==> src/rtl/param_counter_bank.sv <==
// Bank of independent up-counters. Width, step, wrap/saturate behaviour,
// reset value and terminal count all come from module parameters.
module param_counter_bank #(
  parameter int unsigned NUM_CHANNELS = 4,
  parameter int unsigned WIDTH        = 8,
  parameter int unsigned MODE         = 0,
  parameter int unsigned STEP         = 1,
  parameter int unsigned RESET_VALUE  = 0,
  parameter int unsigned MAX_VALUE    = 32'((64'd1 << WIDTH) - 64'd1)
) (
  input  logic                          clk,
  input  logic                          rst,
  input  logic                          clear,
  input  logic [NUM_CHANNELS-1:0]       en,
  input  logic [NUM_CHANNELS-1:0]       load,
  input  logic [NUM_CHANNELS*WIDTH-1:0] load_value,
  output logic [NUM_CHANNELS*WIDTH-1:0] count,
  output logic [NUM_CHANNELS-1:0]       at_max,
  output logic [NUM_CHANNELS-1:0]       wrapped,
  output logic                          any_at_max
);

  // Parameter legality is enforced at elaboration so a bad override never builds.
  if (NUM_CHANNELS < 1 || NUM_CHANNELS > 32) begin : g_chk_num_channels
    $fatal(1, "param_counter_bank: NUM_CHANNELS out of range");
  end
  if (WIDTH < 1 || WIDTH > 32) begin : g_chk_width
    $fatal(1, "param_counter_bank: WIDTH out of range");
  end
  if (MODE > 1) begin : g_chk_mode
    $fatal(1, "param_counter_bank: MODE must be 0 or 1");
  end
  if (MAX_VALUE < 1 || 64'(MAX_VALUE) > ((64'd1 << WIDTH) - 64'd1)) begin : g_chk_max
    $fatal(1, "param_counter_bank: MAX_VALUE out of range");
  end
  if (STEP < 1 || STEP > MAX_VALUE) begin : g_chk_step
    $fatal(1, "param_counter_bank: STEP out of range");
  end
  if (RESET_VALUE > MAX_VALUE) begin : g_chk_reset_value
    $fatal(1, "param_counter_bank: RESET_VALUE above MAX_VALUE");
  end

  for (genvar i = 0; i < NUM_CHANNELS; i++) begin : g_ch
    logic [WIDTH-1:0] cnt_q, cnt_d;
    logic             wrap_q, wrap_d;
    logic [WIDTH:0]   sum;
    logic [WIDTH-1:0] lv;

    assign lv = load_value[i*WIDTH +: WIDTH];
    // One extra bit so the overflow compare sees the untruncated sum.
    assign sum = {1'b0, cnt_q} + (WIDTH+1)'(STEP);

    always_comb begin
      cnt_d  = cnt_q;
      wrap_d = 1'b0;
      if (clear) begin
        cnt_d = WIDTH'(RESET_VALUE);
      end else if (load[i]) begin
        cnt_d = (lv > WIDTH'(MAX_VALUE)) ? WIDTH'(MAX_VALUE) : lv;
      end else if (en[i]) begin
        if (sum <= (WIDTH+1)'(MAX_VALUE)) begin
          cnt_d = sum[WIDTH-1:0];
        end else if (MODE == 0) begin
          cnt_d  = WIDTH'(sum - (WIDTH+1)'(MAX_VALUE) - (WIDTH+1)'(1));
          wrap_d = 1'b1;
        end else begin
          cnt_d = WIDTH'(MAX_VALUE);
        end
      end
    end

    always_ff @(posedge clk) begin
      if (rst) begin
        cnt_q  <= WIDTH'(RESET_VALUE);
        wrap_q <= 1'b0;
      end else begin
        cnt_q  <= cnt_d;
        wrap_q <= wrap_d;
      end
    end

    assign count[i*WIDTH +: WIDTH] = cnt_q;
    assign wrapped[i]              = wrap_q;
    assign at_max[i]               = (cnt_q == WIDTH'(MAX_VALUE));
  end

  assign any_at_max = |at_max;

endmodule

==> config.mk <==
export PLATFORM = sky130hd
export DESIGN_NAME = param_counter_bank
export DESIGN_NICKNAME = d
export VERILOG_FILES = /design/src/rtl/param_counter_bank.sv
export SDC_FILE = /design/constraint.sdc
export NUM_CORES = 1
export LEC_CHECK = 0
export BUFFER_PORTS_ARGS = -buffer_cell sky130_fd_sc_hd__buf_4
export CORE_ASPECT_RATIO = 0.6
export CORE_MARGIN = 3
export CORE_UTILIZATION = 53
export CTS_CLUSTER_SIZE = 40
export DETAILED_ROUTE_END_ITERATION = 12
export HOLD_SLACK_MARGIN = 0.06
export PLACE_DENSITY_LB_ADDON = 0.2
export REMOVE_ABC_BUFFERS = 1
export SYNTH_ARGS = -nofsm -noshare
export SYNTH_HDL_FRONTEND = slang
export SYNTH_SLANG_ARGS = --single-unit
==> constraint.sdc <==
create_clock -name clk -period 2.8 [get_ports clk]
set_input_delay 0.28 -clock clk [delete_from_list [all_inputs] [get_ports clk]]
set_output_delay 0.28 -clock clk [all_outputs]
set_load 0.05 [all_outputs]
==> results.py <==
metrics = {
    "worst_setup_path": {
        "r2r_cells": 6,
        "crit_path_max_fanout": 11,
        "cp.required_ns": 2.52,
        "cp.arrival_ns": 2.01,
        "end_kind": "primary output",
        "cp-start-kind": "flop",
        "criticalPathCategory": "flop to primary output",
    },
    "global_routing": {
        "track_usage_pct": 22.9,
        "antenna_found_initial": 0,
        "grt_max_degree": 28,
        "grt_pass1_wl_um": 9110,
        "first_global_vias": 1979,
        "overflow": 0,
    },
    "sta": {
        "fin_crit_ns": 2.29,
        "drv_slew": 0,
        "setup_viol_count_final": 0,
        "grt_setup_unrepaired": "false",
        "fin_crit_sh_pct": 81.6,
        "tightest_slew_ns": 0.624,
        "fmax_ghz": 0.438,
        "fin_worst_skew_ns": 0.00323,
        "max_slew_margin_pct": 58.3,
        "finalSetupTns_ns": 0,
        "hold_viol": 0,
    },
    "logic_synthesis": {
        "yosysWarnings": 0,
        "yosys_most_used_dff": "dfxtp_1",
        "synth-edff-count": 0,
        "synthCells": 266,
        "synth_area_sq_mm": 0.00219,
        "avgSynthCellArea_sq_um": 8.25,
        "async_reset_ff_share_pct": 0,
        "seq_area_frac_synth_pct": 32.9,
        "ys_seq_elements": 36,
        "synth.distinct_cells": 41,
    },
    "detailed_routing": {
        "remaining_drc_errors": 0,
        "wl_per_cell_um": 14.6,
        "top_layer": "met4",
        "drt_wl_total_um": 5630,
        "firstDrtPassIters": 4,
        "via_count": 2196,
        "final_antenna_net_count": 0,
        "wl_met3_um": 447,
        "drt-met1-wl_um": 2640,
        "routed_via_density": 5.70,
        "route.met2.wl_um": 2480,
        "drtIter0Drc": 97,
    },
    "layout": {
        "diodes": 0,
        "final-seq-area_sq_um": 721,
        "drive_above_1_share_pct": 27.2,
        "area_delta_synth_final_pct": 31.3,
        "final_area_sq_mm": 0.00288,
        "multi_input_area_sq_mm": 0.00135,
        "final_nets": 389,
        "fillCellCount": 310,
    },
    "power_and_ir_drop": {
        "switching_share_pct": 29.3,
        "irDropWorstVdd_v": 0.000241,
        "power_frac_seq_pct": 46.8,
        "netSwitchingPower_uw": 351,
        "power_leakage_nw": 1.28,
        "combPwrFrac_pct": 19.4,
        "clockPowerShare_pct": 33.8,
        "p_per_area_mw_per_mm2": 417,
        "p_int_uw": 849,
    },
    "cts": {
        "cts_resized": 0,
        "cts.sinks": 36,
        "h-tree-depth": 2,
        "clockRootBuffer": "clkbuf_8",
        "postCtsSetupBuffers": 0,
        "cts.clk_slew.worst_paths_ns": 0.07,
        "clk_latency_ns": 0.29,
        "numCtsBuffers": 5,
        "tritoncts": "done",
        "hold_buffers": 0,
        "cts.path.max_buffers": 2,
    },
    "floorplanning": {
        "row_count": 17,
        "core_area_sq_mm": 0.00383,
        "ios": 84,
        "fp.dieArea_sq_mm": 0.00497,
        "die_w_um": 89.1,
        "die_h_um": 55.8,
        "start_util_pct": 57.3,
    },
    "placed_design": {
        "post_dp_cell_area_sq_mm": 0.00278,
        "hpwl_um": 4070,
        "io_buffers": 83,
        "gp_congestion": 0.879,
    },
    "min_path": {
        "hold_path_class": "input pin to flop",
        "worstHoldPathCells": 3,
    },
    "flow_run": {
        "cap_violations": 0,
    },
    "outcome": {
        "status": "completed",
    },
}
-- stage by stage --
| stage | util, % | cells | hold WS, ns | setup WS (ns) | power, mW |
|---|---|---|---|---|---|
| finish | 75.2 | 385 | 0.215 | 0.515 | 1.20 |
| global placement | 72.7 | 378 | 0.509 | 0.902 | 0.799 |
| floorplan | - | 248 | 0.416 | 0.190 | 0.697 |
| global route | 75.2 | 385 | 0.235 | 0.459 | 1.24 |
| detailed placement | 72.7 | 378 | 0.516 | 0.863 | 0.805 |
| CTS | 75.2 | 385 | 0.211 | 0.536 | 1.21 |
-- power by group through the flow --
| stage | combinational, mW | sequential (mW) | clock [mW] |
|---|---|---|---|
| 6_report | 0.233 | 0.562 | 0.406 |
| 5_1_grt | 0.251 | 0.565 | 0.428 |
| 4_1_cts | 0.233 | 0.561 | 0.415 |
| 3_5_place_dp | 0.232 | 0.572 | 0 |
| 3_3_place_gp | 0.229 | 0.571 | 0 |
| 2_1_floorplan | 0.0684 | 0.628 | 0 |
-- cells in the mapped netlist (2+ instances only) --
| master | n | area share [%] |
|---|---|---|
| dfxtp_1 | 36 | 33 |
| nor2_1 | 34 | 5.8 |
| xnor2_1 | 21 | 8.4 |
| nand4_1 | 18 | 5.1 |
| a21oi_1 | 16 | 3.7 |
| nand2_1 | 15 | 2.6 |
| mux2i_1 | 12 | 5.5 |
| a211oi_1 | 8 | 2.7 |
| ha_1 | 8 | 4.6 |
| inv_1 | 8 | 1.4 |
| o21ai_0 | 8 | 1.8 |
| nand3_1 | 7 | 1.6 |
| xor2_1 | 7 | 2.8 |
| clkbuf_1 | 6 | 1.0 |
| and4_1 | 5 | 2.0 |
| buf_4 | 5 | 1.7 |
| nand2b_1 | 5 | 1.4 |
| buf_2 | 4 | 0.91 |
| o211a_1 | 4 | 1.8 |
| or3_1 | 4 | 1.1 |
| a21o_1 | 3 | 1.0 |
| and3_1 | 3 | 0.86 |
| buf_1 | 3 | 0.51 |
| nor2b_1 | 3 | 0.86 |
| a31oi_1 | 2 | 0.57 |
| and3b_1 | 2 | 0.80 |
| nand3b_1 | 2 | 0.68 |
| nand4b_1 | 2 | 0.80 |
| nor3_1 | 2 | 0.46 |
| or4_1 | 2 | 0.68 |
-- final cells by class --
class | count | area share (%)
Clock buffer | 7 | 3.34
Inverter | 9 | 1.17
Multi-Input combinational cell | 203 | 46.8
Sequential cell | 36 | 25.0
Tap cell | 47 | 2.04
Timing Repair Buffer | 83 | 21.6
-- logic make-up (layout without fill, tap and decap cells) --
| family | after synthesis | count (layout) | share of synthesized area, % |
|---|---|---|---|
| AO/OA/AOI/OAI | 47 | 47 | 14.0 |
| multiplexers | 12 | 12 | 5.48 |
| buffers and inverters | 27 | 99 | 5.70 |
| flip-flops | 36 | 36 | 32.9 |
| XOR/XNOR | 28 | 28 | 11.2 |
| adder cells (fa/ha/maj) | 8 | 8 | 4.56 |
| AND/OR/NAND/NOR | 108 | 108 | 26.2 |
-- placed cells by master (no fill, tap or decap), drive strengths merged, types with 2 or more instances in the layout --
cell type / count
ha: 8
and4: 5
xor2: 7
clkbuf: 7
nand4b: 2
inv: 9
nand3b: 2
and3: 3
nor3: 2
nand2b: 5
a21oi: 16
nand4: 18
nand2: 15
and3b: 2
dfxtp: 36
o21ai: 8
xnor2: 21
or4: 2
buf: 83
mux2i: 12
nand3: 7
o211a: 4
a31oi: 2
nor2: 34
a21o: 3
or3: 4
nor2b: 3
a211oi: 8
-- path summary, 6_finish.rpt --
| check | from | to | slack (ns) |
|---|---|---|---|
| worst max-delay path | g_ch[3].cnt_q[0]$_SDFFE_PP0P_ | any_at_max | 0.51 |
| worst min-delay path | load_value[8] | g_ch[1].cnt_q[0]$_SDFFE_PP0P_ | 0.21 |
| worst min register to register | g_ch[2].cnt_q[7]$_SDFFE_PP0P_ | g_ch[2].wrap_q$_SDFF_PP0_ | 0.53 |
| worst max register to register | g_ch[3].cnt_q[0]$_SDFFE_PP0P_ | g_ch[3].wrap_q$_SDFF_PP0_ | 0.89 |
-- worst max-delay path, cell delays in order, from the launching register on --
cell and delay [ns]:
dfxtp_1 0.42, ha_1 0.34, nand4_1 0.15, inv_1 0.06, or4_1 0.53, buf_4 0.21
-- per-layer routing --
layer	GRT usage (%)	vias to the layer above
li1	-	1089
met1	30.7	1010
met2	35.7	90
met3	6.51	7
met4	6.79	0
met5	0	-
-- flip-flops by register name, indices dropped and copies added, names as in the netlist --
register	cells
g_ch.cnt_q	32
g_ch.wrap_q	4
(Power assumes the default switching activity.)
